<file path="config.mk">
export PLATFORM = sky130hd
export DESIGN_NAME = wbc_rr_intercon
export DESIGN_NICKNAME = d
export VERILOG_FILES = /design/src/rtl/wbc_rr_intercon.sv
export SDC_FILE = /design/constraint.sdc
export NUM_CORES = 1
export LEC_CHECK = 0
export CORE_AREA = 2 2 190 192
export CTS_BUF_LIST = sky130_fd_sc_hd__clkbuf_8
export CTS_CLUSTER_DIAMETER = 100
export DETAILED_ROUTE_END_ITERATION = 12
export DIE_AREA = 0 0 192 194
export GPL_TIMING_DRIVEN = 0
export HOLD_SLACK_MARGIN = 0.08
export SLEW_MARGIN = 20
export SYNTH_ARGS = -nofsm -noshare
export SYNTH_HDL_FRONTEND = slang
export SYNTH_SLANG_ARGS = --single-unit
</file>
<file path="constraint.sdc">
create_clock -name clk_i -period 3.8 [get_ports clk_i]
set_input_delay 0.57 -clock clk_i [delete_from_list [all_inputs] [get_ports clk_i]]
set_output_delay 0.57 -clock clk_i [all_outputs]
set_load 0.1 [all_outputs]
</file>
<file path="src/rtl/wbc_rr_intercon.sv">
// Round-robin shared-bus WISHBONE interconnect for the wbc_clk control bus.
// Optional bus-hang watchdog is compiled in when WBC_INTERCON_TIMEOUT_EN is defined.
module wbc_rr_intercon #(
    parameter int N_MASTERS  = 4,
    parameter int N_SLAVES   = 4,
    parameter int ADDR_WIDTH = 20,
    parameter int DATA_WIDTH = 32,
    parameter int DEC_LSB    = 16,
    parameter int DEC_BITS   = 2,
    parameter int TIMEOUT    = 1023
) (
    input  logic                                clk_i,
    input  logic                                rst_neg_i,
    input  logic [N_MASTERS-1:0]                m_cyc_i,
    input  logic [N_MASTERS-1:0]                m_stb_i,
    input  logic [N_MASTERS-1:0]                m_we_i,
    input  logic [N_MASTERS*ADDR_WIDTH-1:0]     m_adr_i,
    input  logic [N_MASTERS*DATA_WIDTH-1:0]     m_dat_i,
    input  logic [N_MASTERS*(DATA_WIDTH/8)-1:0] m_sel_i,
    output logic [DATA_WIDTH-1:0]               m_dat_o,
    output logic [N_MASTERS-1:0]                m_ack_o,
    output logic [N_MASTERS-1:0]                m_err_o,
    output logic [N_MASTERS-1:0]                m_rty_o,
    output logic [N_SLAVES-1:0]                 s_cyc_o,
    output logic [N_SLAVES-1:0]                 s_stb_o,
    output logic                                s_we_o,
    output logic [ADDR_WIDTH-1:0]               s_adr_o,
    output logic [DATA_WIDTH-1:0]               s_dat_o,
    output logic [DATA_WIDTH/8-1:0]             s_sel_o,
    input  logic [N_SLAVES*DATA_WIDTH-1:0]      s_dat_i,
    input  logic [N_SLAVES-1:0]                 s_ack_i,
    input  logic [N_SLAVES-1:0]                 s_err_i,
    input  logic [N_SLAVES-1:0]                 s_rty_i,
    output logic [N_MASTERS-1:0]                grant_o,
    output logic                                timeout_o
);

    localparam int SEL_WIDTH = DATA_WIDTH / 8;
    localparam int PTR_WIDTH = (N_MASTERS > 1) ? $clog2(N_MASTERS) : 1;

    typedef enum logic {IDLE, OWNED} state_t;

    state_t                state, state_next;
    logic [PTR_WIDTH-1:0]  owner, owner_next;
    logic [PTR_WIDTH-1:0]  rr_ptr, rr_ptr_next;
    logic [PTR_WIDTH-1:0]  cand;
    logic [N_MASTERS-1:0]  grant, grant_next;
    logic                  found;

    logic                  own_cyc, own_stb, own_we;
    logic [ADDR_WIDTH-1:0] own_adr;
    logic [DATA_WIDTH-1:0] own_dat;
    logic [SEL_WIDTH-1:0]  own_sel;
    logic [DEC_BITS-1:0]   slave_idx;
    logic                  mapped;

    logic                  sl_ack, sl_err, sl_rty;
    logic [DATA_WIDTH-1:0] sl_dat;
    logic                  term_en;
    logic                  unmapped_err;
    logic                  timeout_hit;

    // NOTE: every variable gets a default before the case so no path leaves it unassigned (no latches).
    always_comb begin
        state_next  = state;
        owner_next  = owner;
        rr_ptr_next = rr_ptr;
        grant_next  = grant;
        found       = 1'b0;
        cand        = '0;
        case (state)
            IDLE: begin
                for (int i = 0; i < N_MASTERS; i++) begin
                    cand = PTR_WIDTH'((int'(rr_ptr) + i) % N_MASTERS);
                    if (!found && m_cyc_i[cand]) begin
                        found      = 1'b1;
                        owner_next = cand;
                    end
                end
                if (found) begin
                    state_next = OWNED;
                    grant_next = N_MASTERS'(1) << owner_next;
                end
            end
            OWNED: begin
                // Ownership persists across strobes until the owner drops cyc.
                if (!m_cyc_i[owner]) begin
                    state_next  = IDLE;
                    grant_next  = '0;
                    rr_ptr_next = PTR_WIDTH'((int'(owner) + 1) % N_MASTERS);
                end
            end
            default: state_next = IDLE;
        endcase
    end

    // NOTE: sequential state uses non-blocking assignments so all flops update from pre-edge values.
    always_ff @(posedge clk_i or negedge rst_neg_i) begin
        if (!rst_neg_i) begin
            state        <= IDLE;
            owner        <= '0;
            rr_ptr       <= '0;
            grant        <= '0;
            unmapped_err <= 1'b0;
        end else begin
            state        <= state_next;
            owner        <= owner_next;
            rr_ptr       <= rr_ptr_next;
            grant        <= grant_next;
            unmapped_err <= own_stb && !mapped && !unmapped_err;
        end
    end

    always_comb begin
        own_cyc   = (state == OWNED) && m_cyc_i[owner];
        own_stb   = own_cyc && m_stb_i[owner];
        own_we    = own_cyc && m_we_i[owner];
        own_adr   = own_cyc ? m_adr_i[owner*ADDR_WIDTH +: ADDR_WIDTH] : '0;
        own_dat   = own_cyc ? m_dat_i[owner*DATA_WIDTH +: DATA_WIDTH] : '0;
        own_sel   = own_cyc ? m_sel_i[owner*SEL_WIDTH +: SEL_WIDTH] : '0;
        slave_idx = own_adr[DEC_LSB +: DEC_BITS];
        mapped    = int'(slave_idx) < N_SLAVES;
    end

    always_comb begin
        s_cyc_o = '0;
        s_stb_o = '0;
        sl_ack  = 1'b0;
        sl_err  = 1'b0;
        sl_rty  = 1'b0;
        sl_dat  = '0;
        for (int s = 0; s < N_SLAVES; s++) begin
            if (mapped && int'(slave_idx) == s) begin
                s_cyc_o[s] = own_cyc;
                s_stb_o[s] = own_stb && !timeout_hit;
                sl_ack     = s_ack_i[s];
                sl_err     = s_err_i[s];
                sl_rty     = s_rty_i[s];
                sl_dat     = s_dat_i[s*DATA_WIDTH +: DATA_WIDTH];
            end
        end
    end

    // A watchdog expiry suppresses slave terminations in that cycle since the slave saw no strobe.
    assign term_en = own_cyc && !timeout_hit;

    assign m_ack_o = grant & {N_MASTERS{term_en && sl_ack}};
    assign m_err_o = grant & {N_MASTERS{(term_en && !sl_ack && sl_err) || unmapped_err || timeout_hit}};
    assign m_rty_o = grant & {N_MASTERS{term_en && !sl_ack && !sl_err && sl_rty}};
    assign m_dat_o = (own_cyc && mapped) ? sl_dat : '0;

    assign s_we_o  = own_we;
    assign s_adr_o = own_adr;
    assign s_dat_o = own_dat;
    assign s_sel_o = own_sel;
    assign grant_o = grant;

`ifdef WBC_INTERCON_TIMEOUT_EN
    localparam int CNT_WIDTH = $clog2(TIMEOUT + 1);

    logic [CNT_WIDTH-1:0] wd_cnt;
    logic                 any_term;

    assign any_term    = (term_en && (sl_ack || sl_err || sl_rty)) || unmapped_err;
    assign timeout_hit = own_stb && (wd_cnt == CNT_WIDTH'(TIMEOUT));
    assign timeout_o   = timeout_hit;

    always_ff @(posedge clk_i or negedge rst_neg_i) begin
        if (!rst_neg_i) begin
            wd_cnt <= '0;
        end else if (!own_stb || any_term || timeout_hit) begin
            wd_cnt <= '0;
        end else begin
            wd_cnt <= wd_cnt + 1'b1;
        end
    end
`else
    assign timeout_hit = 1'b0;
    assign timeout_o   = 1'b0;
`endif

endmodule

</file>
==> out/summary.log, run 1 <==
qor: run_status.status finished clean
qor: setup_path.worst_ep_required_time 3230 ps
qor: power_and_ir_drop.seq_power_share 2.4%
qor: power_and_ir_drop.switching_share 68.67%
qor: detailed_routing.dr_total_vias 5415
qor: power_and_ir_drop.net-switching-power 5.427 mW
qor: logic_synthesis.netlist_instances 353
qor: timing.timing_hold_violations_final 0
qor: timing.finalWorstPathRequiredPeriod 3717 ps
qor: power_and_ir_drop.clockPowerShare 1.4%
qor: timing.slew_headroom 31.44%
qor: timing.rsz_0062_raised_after_global_routing no
qor: timing.worst_slew_pin_slew 1032 ps
qor: placed_design.gpl.final_weighted_congestion 0.8809
qor: logic_synthesis.yosys.area_share.xor_xnor 0.2320%
qor: power_and_ir_drop.power.share.combinational 96.2%
qor: timing.timing.fmax 0.2690 GHz
qor: clock_tree.root_buffer clkbuf_8
qor: logic_synthesis.post-synth-top-area-fraction 54.89%
qor: clock_tree.cts_tree done
qor: setup_path.regToRegEndpoint state
qor: grt.grt.overflow.total 0
qor: logic_synthesis.post_synth_mux_area_share 56.31%
qor: logic_synthesis.yosys_warnings 0
qor: detailed_routing.detailedRoute.firstPassIterationCount 7
qor: power_and_ir_drop.power_report.internal_total 2.476 mW
qor: detailed_routing.routed_wire_length_per_instance 21.92 um
qor: clock_tree.max-clock-path-buffers 2
qor: floorplan.start_util 10.72%
qor: logic_synthesis.ys_top_cells_by_area mux4_2 (55%), and3_1 (10%), nor2b_1 (6.3%)
qor: grt.grt_pass1_vias 5802
qor: grt.antenna_found_initial 5
qor: setup_path.element_type_at_the_critical_path_end output port
qor: logic_synthesis.synth_enable_flop_cells 0
qor: logic_synthesis.ys.flop_type dfrtp_1
qor: power_and_ir_drop.power_per_cell_area 853.4 nW/um^2
qor: clock_tree.postCtsSetupRepairBufs 0
qor: setup_path.worst_r2r_path_depth 5
qor: logic_synthesis.top_cell_type_by_total_area_after_synthesis mux4_2
qor: logic_synthesis.largest_family_of_logic_cells_by_synthesized_area multiplexers
qor: hold_path.hold_end grant_o[2]
qor: clock_tree.total_clock_buffers_created_by_cts 3
qor: logic_synthesis.syn_nets 731
qor: timing.period_utilization_post_route 97.82%
qor: detailed_routing.routed_wl 28780 um
qor: clock_tree.clk-insertion-delay-late 240 ps
qor: logic_synthesis.synth_compound_gate_area_share 6.729%
qor: logic_synthesis.synth.avg_cell_area 10.69 um^2
qor: setup_path.cp_max_fo 6
qor: flow_run.maxCapViolations 0
qor: floorplan.ioPinCount 492
qor: placed_design.place_hpwl 25530 um
qor: final_layout.proportion_of_layout_cells_with_a_drive_suffix_above_1 24.94%
qor: final_layout.fin_util 26.29%
qor: power_and_ir_drop.leakagePower 3.691 nW
qor: grt.pin_count_of_the_biggest_net_entering_global_routing 11
qor: logic_synthesis.synth-seq-cells 9
qor: final_layout.area.growth.synth_to_final 145.3%
qor: floorplan.fp.coreArea 35220 um^2
qor: setup_path.regToRegStartpoint owner[0]
qor: detailed_routing.drc_violation_total_after_the_first_tritonroute_iteration 199
qor: power_and_ir_drop.vdd_drop_max 0.5709 mV
qor: hold_path.worst_hold_startpoint grant_o[2]
qor: logic_synthesis.netlist_area_pre_place 3775 um^2
qor: floorplan.floorplan.die_area 37250 um^2
qor: clock_tree.clk_slew_on_worst_s_h_paths 50 ps
qor: hold_path.worst_hold_path_type reg2reg
qor: logic_synthesis.synthSimpleGateAreaFrac 24.03%
qor: hold_path.hold_path_depth 2
qor: logic_synthesis.synth_cell_types 50
qor: final_layout.net_total_in_the_final_layout 1225
qor: timing.setup_ws 82.99 ps
qor: floorplan.rows 69
qor: setup_path.r2r_setup_slack 1570 ps
qor: clock_tree.clock-sinks 9
qor: floorplan.dieHeight 194 um
qor: setup_path.setup.worst_path.start_class primary input
qor: detailed_routing.vias_per_cell 4.124
qor: logic_synthesis.async_flop_share 100.0%
qor: timing.setup_violations 0
qor: setup_path.timing_worst_setup_path_type in2out
qor: detailed_routing.count_of_antenna_violating_nets_left_after_detailed_routing 0
qor: placed_design.dp_slack -1084 ps
qor: detailed_routing.detail_route.drc_violations 0
qor: grt.global_route.usage.total 14.42%
qor: logic_synthesis.synthAdderAreaFrac 0.2652%
qor: logic_synthesis.synth.yosys.seq_area_share 5.966%
qor: grt.first_pass_grt_wire_length 38940 um
qor: setup_path.cp.arrival 3150 ps
qor: placed_design.port_buffers 489
qor: timing.timing.final.max_slew_violations 0
qor: timing.final.setup_skew 5.939 ps
qor: floorplan.dieWidth 192 um
qor: clock_tree.htreeDepth 1
[cell usage in the layout, fill, tap and decap left out, drive strengths merged, types with 6 or more instances in the layout]
cell,instances
mux4,92
nor2b,38
clkdlybuf4s15,49
buf,48
nor2,17
inv,8
clkdlybuf4s50,380
dlymetal6s2s,10
dlygate4sd2,15
nand2,11
dfrtp,9
and3,61
diode,6
clkbuf,37
[power by group through the flow]
stage | sequential [mW] | clock [mW] | combinational (mW)
2_1_floorplan | 0.274 | 0 | 5.58
3_3_place_gp | 0.191 | 0 | 7.86
3_5_place_dp | 0.193 | 0 | 7.88
4_1_cts | 0.191 | 0.113 | 7.77
5_1_grt | 0.199 | 0.115 | 7.93
6_report | 0.189 | 0.111 | 7.60
[registers in the layout, indices dropped and copies added (netlist names)]
signal   cells
rr_ptr       2
state        1
owner        2
grant_o      4
[critical path: stages]
cell             delay (ps)
clkdlybuf4s50_1         450
mux4_2                  570
and3b_1                 240
a211oi_4                380
o211a_1                 360
and2_1                  160
buf_2                   420
[worst max-delay path by stage]
| stage | startpoint | to | cells after the start |
|---|---|---|---|
| final | m_adr_i[57] | m_err_o[3] | 7 |
| after global routing | m_cyc_i[0] | m_rty_o[3] | 7 |
| after CTS | m_cyc_i[0] | s_cyc_o[0] | 7 |
| after detailed placement | m_cyc_i[0] | s_cyc_o[0] | 7 |
| after global placement | m_cyc_i[0] | s_stb_o[2] | 7 |
| after floorplan | m_cyc_i[2] | s_cyc_o[0] | 6 |
[Yosys cell counts (2+ instances only)]
cell and n:
and3_1 61, nand2b_1 4, a31oi_1 2, clkbuf_1 31
mux4_2 92, a32o_1 2, nand4_1 2, mux2i_1 2
buf_2 9, a221oi_1 2, nor2b_1 38, inv_1 8
and2_1 5, nor2_1 17, buf_1 4, buf_4 3
nor3b_1 2, dfrtp_1 9, nor3_1 4, a2bb2oi_1 2
a21oi_1 5, o31ai_1 2, nand2_1 11, o21ai_0 5
and3b_1 3, o211ai_1 2, mux2_2 3
[timing repair]
item,4_1_cts,5_1_grt
hold buffers,0,0
setup endpoints to repair,98,46
gates resized for setup,303,65
[per-stage QoR]
stage | cells | total power [mW] | hold slack, ps | area, um^2 | setup TNS (ps)
6_report | 1313 | 7.904 | 626.9 | 9261 | 0
5_1_grt | 1312 | 8.247 | 683.2 | 9259 | 0
4_1_cts | 1307 | 8.072 | 646.7 | 9360 | 0
3_5_place_dp | 1303 | 8.075 | 634.9 | 9248 | -62890
3_3_place_gp | 1303 | 8.056 | 608.8 | 9251 | -62450
2_1_floorplan | 353 | 5.852 | 274.4 | 3780 | -1568
[final cells by class]
class | count | area, um^2
Antenna cell | 6 | 15.01
Buffer | 48 | 234.0
Clock buffer | 3 | 41.29
Clock inverter | 1 | 5.005
Fill cell | 3815 | 25960
Inverter | 8 | 30.03
Multi-Input combinational cell | 288 | 3329
Sequential cell | 9 | 225.2
Tap cell | 461 | 576.8
Timing Repair Buffer | 489 | 4805
[metal layers]
| metal | wire length [um] | vias to the layer above | track usage, % |
|---|---|---|---|
| met3 | 2589 | 29 | 2.570 |
| met5 | 0 | - | 0 |
| li1 | - | 2425 | - |
| met1 | 10470 | 2609 | 16.05 |
| met2 | 15040 | 352 | 27.17 |
| met4 | 684 | 0 | 4.891 |
[cells by family after synthesis]
kind of cell,count (synthesis)
other,1
DFF,9
and+or+nand+nor,154
buffers and inverters,56
adders and majority gates,1
xor gates and xnor gates,1
AOI/OAI and AO/OA,34
muxes,97
No activity file was read; power rests on OpenSTA's default activity.
==> run 2, diff against run 1 <==
--- a/config.mk
+++ b/config.mk
@@ -7,7 +7,7 @@
 export LEC_CHECK = 0
 export CORE_AREA = 2 2 190 192
 export CTS_BUF_LIST = sky130_fd_sc_hd__clkbuf_8
-export CTS_CLUSTER_DIAMETER = 100
+export CTS_CLUSTER_DIAMETER = 150
 export DETAILED_ROUTE_END_ITERATION = 12
 export DIE_AREA = 0 0 192 194
 export GPL_TIMING_DRIVEN = 0
==> results of run 2 <==
No change in the layout: final DEF, timing and power equal those of run 1.
